[config.mk]
export PLATFORM = sky130hd
export DESIGN_NAME = coax_tx
export DESIGN_NICKNAME = d
export VERILOG_FILES = /design/src/rtl/coax_pkg.sv /design/src/rtl/coax_tx_bit_timer.sv /design/src/rtl/coax_tx.sv
export SDC_FILE = /design/constraint.sdc
export NUM_CORES = 1
export LEC_CHECK = 0
export ABC_AREA = 1
export CAP_MARGIN = 30
export CORE_ASPECT_RATIO = 2
export CORE_MARGIN = 4
export CORE_UTILIZATION = 51
export CTS_CLUSTER_DIAMETER = 200
export DETAILED_ROUTE_END_ITERATION = 12
export GPL_ROUTABILITY_DRIVEN = 0
export GPL_TIMING_DRIVEN = 0
export PLACE_DENSITY = 0.75
export REMOVE_ABC_BUFFERS = 1
export SLEW_MARGIN = 10
export SYNTH_ARGS = -nofsm -noshare
export SYNTH_HDL_FRONTEND = slang
export SYNTH_HIERARCHICAL = 1
export SYNTH_SLANG_ARGS = --single-unit
[constraint.sdc]
create_clock -name clk -period 1.5 [get_ports clk]
set_clock_uncertainty 0.05 [all_clocks]
set_input_delay 0.375 -clock clk [delete_from_list [all_inputs] [get_ports clk]]
set_output_delay 0.375 -clock clk [all_outputs]
set_load 0.05 [all_outputs]
[src/rtl/coax_pkg.sv]
// coax_pkg: definitions shared by the 3270 coax transmitter and receiver.
// Holds the transmitter state encoding, frame geometry and the word parity rule.
package coax_pkg;

  localparam int unsigned QUIESCE_BITS = 5;               // "1" bits opening each frame
  localparam int unsigned WORD_W       = 10;              // payload bits per word
  localparam int unsigned FRAME_BITS   = WORD_W + 2;      // sync + payload + parity
  localparam int unsigned CV_BITS      = 3;               // start code violation length
  localparam int unsigned END_BITS     = 3;               // end bit + 1.5-bit mini violation (last bit is half used)

  typedef enum logic [2:0] {
    S_IDLE,
    S_START_QUIESCE,
    S_START_CV,
    S_WORD,
    S_END
  } tx_state_t;

  // Parity bit that makes the count of ones in data+parity even (odd=0) or odd (odd=1).
  function automatic logic parity_bit(input logic [WORD_W-1:0] d, input logic odd);
    return (^d) ^ odd;
  endfunction

endpackage

[src/rtl/coax_tx_bit_timer.sv]
// coax_tx_bit_timer: per-bit clock counter for the coax transmitter.
// Flags the last clock of the first half-bit, the last clock of the bit,
// and whether the current clock lies in the second half of the bit.
module coax_tx_bit_timer #(
  parameter int unsigned CLOCKS_PER_BIT = 8
) (
  input  logic clk,
  input  logic reset,
  input  logic clear,
  output logic half_end,
  output logic bit_end,
  output logic second_half
);

  localparam int unsigned CW   = $clog2(CLOCKS_PER_BIT);
  localparam int unsigned HALF = CLOCKS_PER_BIT / 2;

  logic [CW-1:0] cnt;

  // Clock counter within the bit: wraps at CLOCKS_PER_BIT-1, held at zero while clear.
  always_ff @(posedge clk) begin
    if (!reset || clear) begin
      cnt <= '0;
    end else if (bit_end) begin
      cnt <= '0;
    end else begin
      cnt <= cnt + 1'b1;
    end
  end

  assign bit_end     = (cnt == CW'(CLOCKS_PER_BIT - 1));
  assign half_end    = (cnt == CW'(HALF - 1));
  assign second_half = (cnt >= CW'(HALF));

endmodule

[src/rtl/coax_tx.sv]
// coax_tx: 3270 coax Manchester transmitter.
// One-word holding register feeds a 12-bit frame shifter; frames are
// start sequence, back-to-back words, end sequence.
// Optional feature macro: COAX_TX_DELAY_EN (tx_delay = tx delayed CLOCKS_PER_BIT/4 clocks).
module coax_tx
  import coax_pkg::*;
#(
  parameter int unsigned CLOCKS_PER_BIT = 8
) (
  input  logic              clk,
  input  logic              reset,
  input  logic [WORD_W-1:0] data,
  input  logic              load,
  input  logic              parity,
  output logic              ready,
  output logic              active,
  output logic              tx,
  output logic              tx_delay
);

  tx_state_t             state, state_next;
  logic [WORD_W-1:0]     hold_data;
  logic                  hold_odd;
  logic                  hold_valid;
  logic [FRAME_BITS-1:0] shift;
  logic [3:0]            bit_idx;
  logic                  half_end, bit_end, second_half;
  logic                  accept, take_word, restart;

  assign ready  = ~hold_valid;
  assign active = (state != S_IDLE);
  assign accept = load & ready;

  coax_tx_bit_timer #(
    .CLOCKS_PER_BIT(CLOCKS_PER_BIT)
  ) u_timer (
    .clk        (clk),
    .reset      (reset),
    .clear      (state == S_IDLE),
    .half_end   (half_end),
    .bit_end    (bit_end),
    .second_half(second_half)
  );

  // State register.
  always_ff @(posedge clk) begin
    if (!reset) begin
      state <= S_IDLE;
    end else begin
      state <= state_next;
    end
  end

  // Next state, line level and word hand-off strobe.
  always_comb begin
    state_next = state;
    take_word  = 1'b0;
    tx         = 1'b0;
    case (state)
      S_IDLE: begin
        // A load in IDLE starts the frame on the very next clock.
        if (hold_valid || accept) state_next = S_START_QUIESCE;
      end
      S_START_QUIESCE: begin
        tx = second_half;
        if (bit_end && bit_idx == 4'(QUIESCE_BITS - 1)) state_next = S_START_CV;
      end
      S_START_CV: begin
        tx = (bit_idx == 4'd0) || (bit_idx == 4'd1 && !second_half);
        if (bit_end && bit_idx == 4'(CV_BITS - 1)) begin
          state_next = S_WORD;
          take_word  = 1'b1;
        end
      end
      S_WORD: begin
        tx = second_half ? shift[FRAME_BITS-1] : ~shift[FRAME_BITS-1];
        if (bit_end && bit_idx == 4'(FRAME_BITS - 1)) begin
          if (hold_valid) begin
            take_word = 1'b1;
          end else begin
            state_next = S_END;
          end
        end
      end
      S_END: begin
        tx = (bit_idx == 4'd0) ? ~second_half : 1'b1;
        if (half_end && bit_idx == 4'(END_BITS - 1)) state_next = S_IDLE;
      end
      default: state_next = S_IDLE;
    endcase
  end

  // Back-to-back words stay in S_WORD, so the bit index restarts on every word hand-off too.
  assign restart = (state_next != state) || take_word;

  // Bit index, frame shifter and holding register.
  always_ff @(posedge clk) begin
    if (!reset) begin
      bit_idx    <= '0;
      shift      <= '0;
      hold_valid <= 1'b0;
      hold_data  <= '0;
      hold_odd   <= 1'b0;
    end else begin
      if (restart) begin
        bit_idx <= '0;
      end else if (bit_end) begin
        bit_idx <= bit_idx + 1'b1;
      end

      if (take_word) begin
        shift <= {1'b1, hold_data, parity_bit(hold_data, hold_odd)};
      end else if (state == S_WORD && bit_end) begin
        shift <= {shift[FRAME_BITS-2:0], 1'b0};
      end

      if (accept) begin
        hold_valid <= 1'b1;
        hold_data  <= data;
        hold_odd   <= parity;
      end else if (take_word) begin
        hold_valid <= 1'b0;
      end
    end
  end

`ifdef COAX_TX_DELAY_EN
  localparam int unsigned DLY = CLOCKS_PER_BIT / 4;
  logic [DLY-1:0] dly;

  // Pre-emphasis copy of the line, DLY clocks late.
  always_ff @(posedge clk) begin
    if (!reset) begin
      dly <= '0;
    end else begin
      dly[0] <= tx;
      for (int unsigned i = 1; i < DLY; i++) dly[i] <= dly[i-1];
    end
  end

  assign tx_delay = dly[DLY-1];
`else
  assign tx_delay = 1'b0;
`endif

endmodule

After elaboration in Yosys (flattened, before gate mapping)
Index checks and enable logic that the tools add are counted.

cells by class
  $add $sub $neg = 2
  multiplexer cells = 18
  reductions and logical operators = 20
  bitwise operators = 6
  order comparisons = 1
  equality and inequality tests = 11

operators with widths
  kind                   number
  $mux W12               2
  $mux W3                6
  $pmux W3 S5            1
  $reduce_xor A10 Y1     1
  $eq A3 B2 Y1 const B   3
  $mux W1                7
  $eq A3 B3 Y1 const B   2
  $logic_and A1 B1 Y1    6
  $add A4 B1 Y4 const B  1
  $eq A4 B1 Y1 const B   1
  $eq A4 B2 Y1 const B   1
  $eq A4 B3 Y1 const B   1
  $eq A4 B4 Y1 const B   1
  $logic_not A4 Y1       1
  $logic_or A1 B1 Y1     4
  $not A1 Y1             4
  $pmux W1 S4            1
  $reduce_bool A2 Y1     2
  $reduce_or A2 Y1       2
  $add A3 B1 Y3 const B  1
  $eq A3 B1 Y1 const B   1
  $ge A3 B3 Y1 const B   1
  $logic_not A3 Y1       1
  $ne A3 B3 Y1           1
  other kinds (5)        6

word-level totals
  register bits = 34
  logic and storage cells = 65
  input port bits = 14
  output and inout port bits = 4

Depth between registers and ports, before layout
Gate-level depths: netlist of the first run.

  word-level depth = 8
  depth in mapped cells = 11
  gate-level depth less buffers = 11

Hierarchy
Netlist of the first run, hierarchy kept.

by module, submodules not included
  module             area each (sq um)  sequential area each (sq um)  times used  cells an instance
  coax_tx            1,725.4            620.6                         1           264
  coax_tx_bit_timer  157.7              60.1                          1           18

Worst setup path after synthesis of the first run
Ideal clock, no wire load.

  kind = reg-to-output
  from = register state[1]
  to = output port tx
  stages on the path, launching flop included = 5
  buffers on the path = 0
  arrival time = 1,593 ps
  data required time = 1,075 ps
  setup slack = -518 ps
  cells stage by stage = dfxtp_1 inv_1 nor3_1 inv_1 o221ai_1

between the ends
  cells in the longest elaborated chain, start to end = 2
  elaborated cells on any way between the ends = 5
  those cells by class = eq/ne (4); mux (1)

RTL lines
  item                                        RTL line       RTL
  start: declaration                          coax_tx.sv:21  tx_state_t state, state_next;
  start signal: assignment                    coax_tx.sv:50  state <= state_next;
  $eq A3 B3 Y1, or another cell as far along  coax_tx.sv:59  case (state)
  $pmux W1 S4 (*)                             coax_tx.sv:59
  end: declaration                            coax_tx.sv:17  output logic tx,

Every way passes the cells marked *; elsewhere a longest branch is shown, timed or not.

Worst setup path in the final report of the first run
  from = register state[2]
  to = output port tx

Same word-level chain as after synthesis.

==> results of run 1 <==
[cells in the final DEF (no fill, tap or decap), types with 5 or more instances in the layout]
master,netlist,routed
inv_1,37,30
inv_2,1,5
nand2_1,84,83
o21ai_0,18,11
o21ai_1,8,11
dfxtp_1,34,27
clkdlybuf4s50_1,0,11
nand3_1,9,8
a21oi_1,26,20
buf_4,1,15
clkbuf_8,0,5
dfxtp_2,0,5
a21oi_2,0,6
nor2_4,2,5
nor2_1,18,15
[worst register-to-register path: stages, from the launching register on]
cell and delay (ns):
dfxtp_1 0.34, ha_2 0.21, ha_4 0.19, nand2_1 0.10, nor2_1 0.23, nor2_1 0.08, nor2_2 0.12, nand3_1 0.08
nand2_1 0.06, nand2_1 0.07, nand2_2 0.12, nor2_1 0.05
[metrics by stage]
| step | utilization [%] | hold slack, ns | total power [mW] |
|---|---|---|---|
| after floorplan | - | 0.3673 | 1.157 |
| after global placement | 56.57 | 0.3777 | 1.242 |
| final | 68.54 | 0.3669 | 1.926 |
| after CTS | 64.55 | 0.4074 | 1.881 |
| after detailed placement | 56.57 | 0.3895 | 1.248 |
| after global routing | 68.54 | 0.3898 | 2.009 |
[kinds of logic after synthesis]
family                     count (synthesis)  synth area share (%)
and+or+nand+nor                          128                 29.37
AOI/OAI and AO/OA                         57                 15.68
buffers and inverters                     49                 10.96
DFF                                       34                 36.15
adders and majority gates                  8                 5.316
xor gates and xnor gates                   5                 2.326
other                                      1                0.1991
[area by class of cell]
type | instances | area (sq um)
fillers | 305 | 1135
flip-flops and latches | 34 | 694.4
repair inverters | 3 | 22.52
multi-input cells | 200 | 1175
clock buffers | 7 | 76.32
well taps | 49 | 61.31
repair buffers | 32 | 291.5
inverters | 38 | 151.4
[metal layers]
| metal | part of all wire (%) | vias to the layer above | wire length, microns | global-route usage [%] |
|---|---|---|---|---|
| li1 | - | 954 | - | - |
| met1 | 33 | 854 | 1519 | 17.62 |
| met2 | 59 | 47 | 2698 | 38.36 |
| met3 | 3.3 | 21 | 150 | 3.498 |
| met4 | 4.8 | 0 | 222 | 11.24 |
| met5 | 0 | - | 0 | 0 |
[registers in the layout, indices dropped and copies added (netlist names)]
name / cells
hold_data: 10
bit_idx: 4
u_timer/cnt: 3
shift: 12
state: 3
hold_odd: 1
hold_valid: 1
[timing repair]
item	in CTS	in global routing
setup buffers	13	3
pin swaps	7	7
gates cloned	1	3
resized for setup	48	39
setup endpoints to repair	35	34
[power breakdown]
part | switching, mW | internal (mW) | total (mW)
registers | 0.0304 | 0.933 | 0.963
clock network | 0.326 | 0.320 | 0.645
logic | 0.193 | 0.125 | 0.318
[how the worst max path moves through the flow]
| stage | to | slack (ns) | depth (start not counted) |
|---|---|---|---|
| finish | tx | -0.42 | 6 |
| global route | tx | -0.50 | 6 |
| CTS | tx | -0.41 | 8 |
| detailed placement | tx | -1.01 | 7 |
| global placement | tx | -0.97 | 7 |
| floorplan | tx | -0.52 | 4 |
==> results.json, run 1 <==
{
  "status": "finished, violations left",
  "failed_checks": "negative setup slack",
  "fp.dieH_microns": 93.93,
  "start_util_pct": 52.20,
  "timing.rr.start": "u_timer/cnt[1]",
  "grt_pass1_wl_microns": 7196,
  "grt_max_degree": 26,
  "ys_async_sr_fraction_pct": 0,
  "stdcell_count": 363,
  "grt_pass1_vias": 1724,
  "viasPerCell": 5.168,
  "slowest_stage": "dfxtp_4",
  "hp-start": "u_timer/cnt[0]",
  "crit_chain": "inv_4, nor3_4, buf_4, o21ai_1, o221ai_1, buf_4",
  "crit_required_ns": 1.07,
  "holdBufCountCts": 0,
  "end_kind": "output pin",
  "critPathMaxStageDelay_ns": 0.40,
  "wire_per_inst_microns": 12.65,
  "startpoint": "state[2]",
  "r2r_cells": 11,
  "vias": 1876,
  "fin_crit_ns": 1.916,
  "drt_iter0_drc": 47,
  "final_antenna_net_count": 0,
  "arrival_ns": 1.49,
  "antenna_cells": 0,
  "rsz0062_at_grt": "yes",
  "timing_hold_violations_final": 0,
  "setup_viol": 19,
  "die_x_microns": 50.97,
  "regToRegSetupSlack_ns": -0.30,
  "clkSinkCount": 34,
  "final.setup.worst_slack_ns": -0.4162,
  "dp.cells": 336,
  "area_growth_pct": 31.30,
  "synthCells": 282,
  "leakage_nw": 1.087,
  "place_area_sq_um": 2041,
  "yosys-top-cells-area": "dfxtp_1, nand2_1, inv_1",
  "synth_top_area_cell": "dfxtp_1",
  "p_per_area_nw_per_um2": 779.1,
  "cts_made_buffers": 5,
  "synth.top_cell.area_share_pct": 36.15,
  "track_usage_pct": 19.61,
  "drc_errors": 0,
  "io_pins": 18,
  "finalSetupTns_ns": -2.960,
  "finalMaxSlewViolations": 0,
  "fin_nets": 336,
  "min_path_type": "register to register",
  "peakVddDrop_mv": 0.7619,
  "rows": 31,
  "start_kind": "register",
  "worstReg2RegEnd": "bit_idx[2]",
  "dr.pass1.iters": 4,
  "ys_ff_latch": 34,
  "antenna_found_initial": 0,
  "clk_transition_reported_paths_ns": 0.07,
  "cp_max_fo": 3,
  "core_sq_um": 3607,
  "wirelength_microns": 4591,
  "period_share_pct": 127.7,
  "yosysMostFrequentCell": "nand2_1",
  "insertion_delay_ns": 0.29,
  "port-buffer-count": 16,
  "yosysSeqAreaShare_pct": 36.15,
  "drive_gt1_share_pct": 24.52,
  "hold_end": "u_timer/cnt[0]",
  "synth_ff_type": "dfxtp_1",
  "crit_type": "register to output pin",
  "htree_num_levels": 2,
  "path_buf_inv": 3,
  "critPathTopFamily": "buffers and inverters",
  "netlist_area_sq_um": 1883,
  "post_synth_num_cell_types": 29,
  "cts_tree": "done",
  "dieArea_sq_um": 4787,
  "yosysWarnings": 6,
  "avgSynthCellArea_sq_um": 6.678,
  "max_freq_mhz": 521.9,
  "dpl.hpwl_microns": 2789,
  "holdPathStages": 1,
  "root_buffer": "clkbuf_8",
  "synth_common_cells": "nand2_1, inv_1, dfxtp_1",
  "synth_edf_count": 0,
  "globalRoute.totalOverflow": 0,
  "postLayoutCellArea_sq_um": 2472,
  "dp_slack_ns": -1.009,
  "max-cap-violations": 0,
  "crit_path_frequent_cell": "buf_4",
  "cts.path.max_buffers": 2
}
No activity file was read; power rests on OpenSTA's default activity.
==> run 2: changes to the inputs <==
--- a/config.mk
+++ b/config.mk
@@ -6,7 +6,7 @@
 export NUM_CORES = 1
 export LEC_CHECK = 0
 export ABC_AREA = 1
-export CAP_MARGIN = 30
+export CAP_MARGIN = 20
 export CORE_ASPECT_RATIO = 2
 export CORE_MARGIN = 4
 export CORE_UTILIZATION = 51
==> results of run 2 <==
Final layout, timing and power as in run 1 (identical DEF).
==> run 3: changes to the inputs <==
--- a/config.mk
+++ b/config.mk
@@ -10,6 +10,7 @@
 export CORE_ASPECT_RATIO = 2
 export CORE_MARGIN = 4
 export CORE_UTILIZATION = 51
+export CTS_BUF_LIST = sky130_fd_sc_hd__clkbuf_2
 export CTS_CLUSTER_DIAMETER = 200
 export DETAILED_ROUTE_END_ITERATION = 12
 export GPL_ROUTABILITY_DRIVEN = 0
==> results.json, run 3 (synthesis results as in run 1) <==
{
  "drive_gt1_share_pct": 19.74,
  "p_switching_uw": 494.2,
  "hp-start": "u_timer/cnt[0]",
  "setup_viol": 19,
  "worstReg2RegEnd": "bit_idx[1]",
  "grt_max_degree": 26,
  "dpl.hpwl_microns": 2789,
  "arrival_ns": 1.61,
  "final_cell_mix": "nand2_1, inv_1, a21oi_1, dfxtp_1, o21ai_0",
  "core_sq_um": 3607,
  "power_frac_comb_pct": 16.5,
  "antenna_cells": 0,
  "total_power_mw": 1.654,
  "globalRoute.totalOverflow": 0,
  "critPathMaxStageDelay_ns": 0.44,
  "path_buf_inv": 2,
  "regMostFlops": "shift",
  "critPathTopFamily": "flip-flops",
  "crit_end": "tx",
  "layout_commonest_cell": "nand2_1",
  "peakVddDrop_mv": 0.5981,
  "root_buffer": "clkbuf_2",
  "dieArea_sq_um": 4787,
  "failed_checks": "negative setup slack",
  "power_frac_clock_pct": 25.4,
  "rows": 31,
  "regToRegSetupSlack_ns": -0.29,
  "drt_iter0_drc": 19,
  "track_usage_pct": 18.36,
  "clkSinkCount": 34,
  "cp_max_fo": 3,
  "crit_required_ns": 1.07,
  "dr.pass1.iters": 4,
  "crit_type": "register to output pin",
  "cts.path.max_buffers": 2,
  "swShare_pct": 29.88,
  "period_share_pct": 135.6,
  "final_antenna_net_count": 0,
  "antenna_found_initial": 0,
  "start_util_pct": 52.20,
  "rsz0062_at_grt": "yes",
  "fin_crit_ns": 2.034,
  "insertion_delay_ns": 0.38,
  "max-cap-violations": 0,
  "seq_power_share_pct": 58.1,
  "relSlewSlack_pct": 48.53,
  "clk_transition_reported_paths_ns": 0.17,
  "final.setup.worst_slack_ns": -0.5341,
  "fp.dieH_microns": 93.93,
  "leakage_nw": 1.011,
  "status": "finished, violations left",
  "utilization_pct": 63.96,
  "wire_per_inst_microns": 12.06,
  "min_path_type": "register to register",
  "htree_num_levels": 2,
  "worst_pin_slew_ns": 0.7707,
  "grt_pass1_wl_microns": 6720,
  "port-buffer-count": 16,
  "largest_register_ffs": 12,
  "p_per_area_nw_per_um2": 716.9,
  "cts_made_buffers": 5,
  "wirelength_microns": 4257,
  "crit_path_frequent_cell": "o21ai_2",
  "cts_tree": "done",
  "viasPerCell": 5.139,
  "r2r_cells": 11,
  "slowest_stage": "dfxtp_4",
  "worst-path-stages": 7,
  "reg_top3": "shift x12, hold_data x10, bit_idx x4",
  "crit_chain": "inv_4, nor3_4, o21ai_2, nand2_1, o21ai_2, o221ai_2, buf_6",
  "vias": 1814,
  "timing_hold_violations_final": 0,
  "end_kind": "output pin",
  "io_pins": 18,
  "timing.rr.start": "u_timer/cnt[0]",
  "start_kind": "register",
  "drc_errors": 0,
  "die_x_microns": 50.97,
  "max_freq_mhz": 491.6,
  "finalSetupTns_ns": -4.491,
  "dp_slack_ns": -1.009,
  "fin_nets": 326,
  "startpoint": "state[2]",
  "grt_pass1_vias": 1647,
  "nFillCells": 347,
  "cellInternalPower_mw": 1.160,
  "finalMaxSlewViolations": 0,
  "area_growth_pct": 22.52
}
## run 3: routing by layer
metal  track usage (%)  up-vias  wire (microns)  share of wire, %
li1                  -      934               -                 -
met1             16.67      839            1514                36
met2             35.99       31            2525                59
met3             3.816       10             109               2.6
met4             9.213        0             108               2.5
met5                 0        -               0                 0
## run 3: how the worst min path moves through the flow
stage	end	slack, ns	cells after the start
2_1_floorplan	u_timer/cnt[0]	0.37	1
3_3_place_gp	u_timer/cnt[0]	0.38	1
3_5_place_dp	u_timer/cnt[0]	0.39	1
4_1_cts	u_timer/cnt[0]	0.42	1
5_1_grt	u_timer/cnt[0]	0.40	1
6_report	u_timer/cnt[0]	0.38	1
## run 3: layout make-up
class	instances	area, sq um	area share, %
Inverter	38	145.1	6.291
Sequential cell	34	700.7	30.37
Multi-Input combinational cell	200	1119	48.48
Timing Repair Buffer	25	246.5	10.68
Tap cell	49	61.31	2.657
Clock buffer	7	35.03	1.518
## run 3: what timing repair did
action / in CTS / in global routing
hold buffers: 0 / 0
hold endpoints to repair: 0 / 0
pin swaps: 5 / 8
gates resized for setup: 42 / 22
endpoints found under the setup margin: 23 / 30
gates cloned: 0 / 1
setup buffers: 7 / 2
## run 3: per-stage QoR
step | std cells | hold slack (ns) | cell area, sq um
finish | 353 | 0.3784 | 2307
global route | 353 | 0.4026 | 2307
CTS | 350 | 0.4171 | 2197
detailed placement | 336 | 0.3895 | 2041
global placement | 336 | 0.3777 | 2041
floorplan | 271 | 0.3673 | 1819
## run 3: power groups by stage
stage                     Sequential (mW)  Combinational, mW  Clock, mW
final                               0.960              0.273      0.421
after global routing                0.966              0.309      0.479
after CTS                           0.961              0.271      0.441
after detailed placement            0.979              0.269          0
after global placement              0.978              0.264          0
after floorplan                     0.973              0.184          0
## run 3: worst register-to-register path: cells and delay by family, from the launching register on
family	cells	cell delay (ns)
buffers and inverters	1	0.10
adder cells (fa/ha/maj)	2	0.39
flip-flops	1	0.36
AND/OR/NAND/NOR	8	0.85
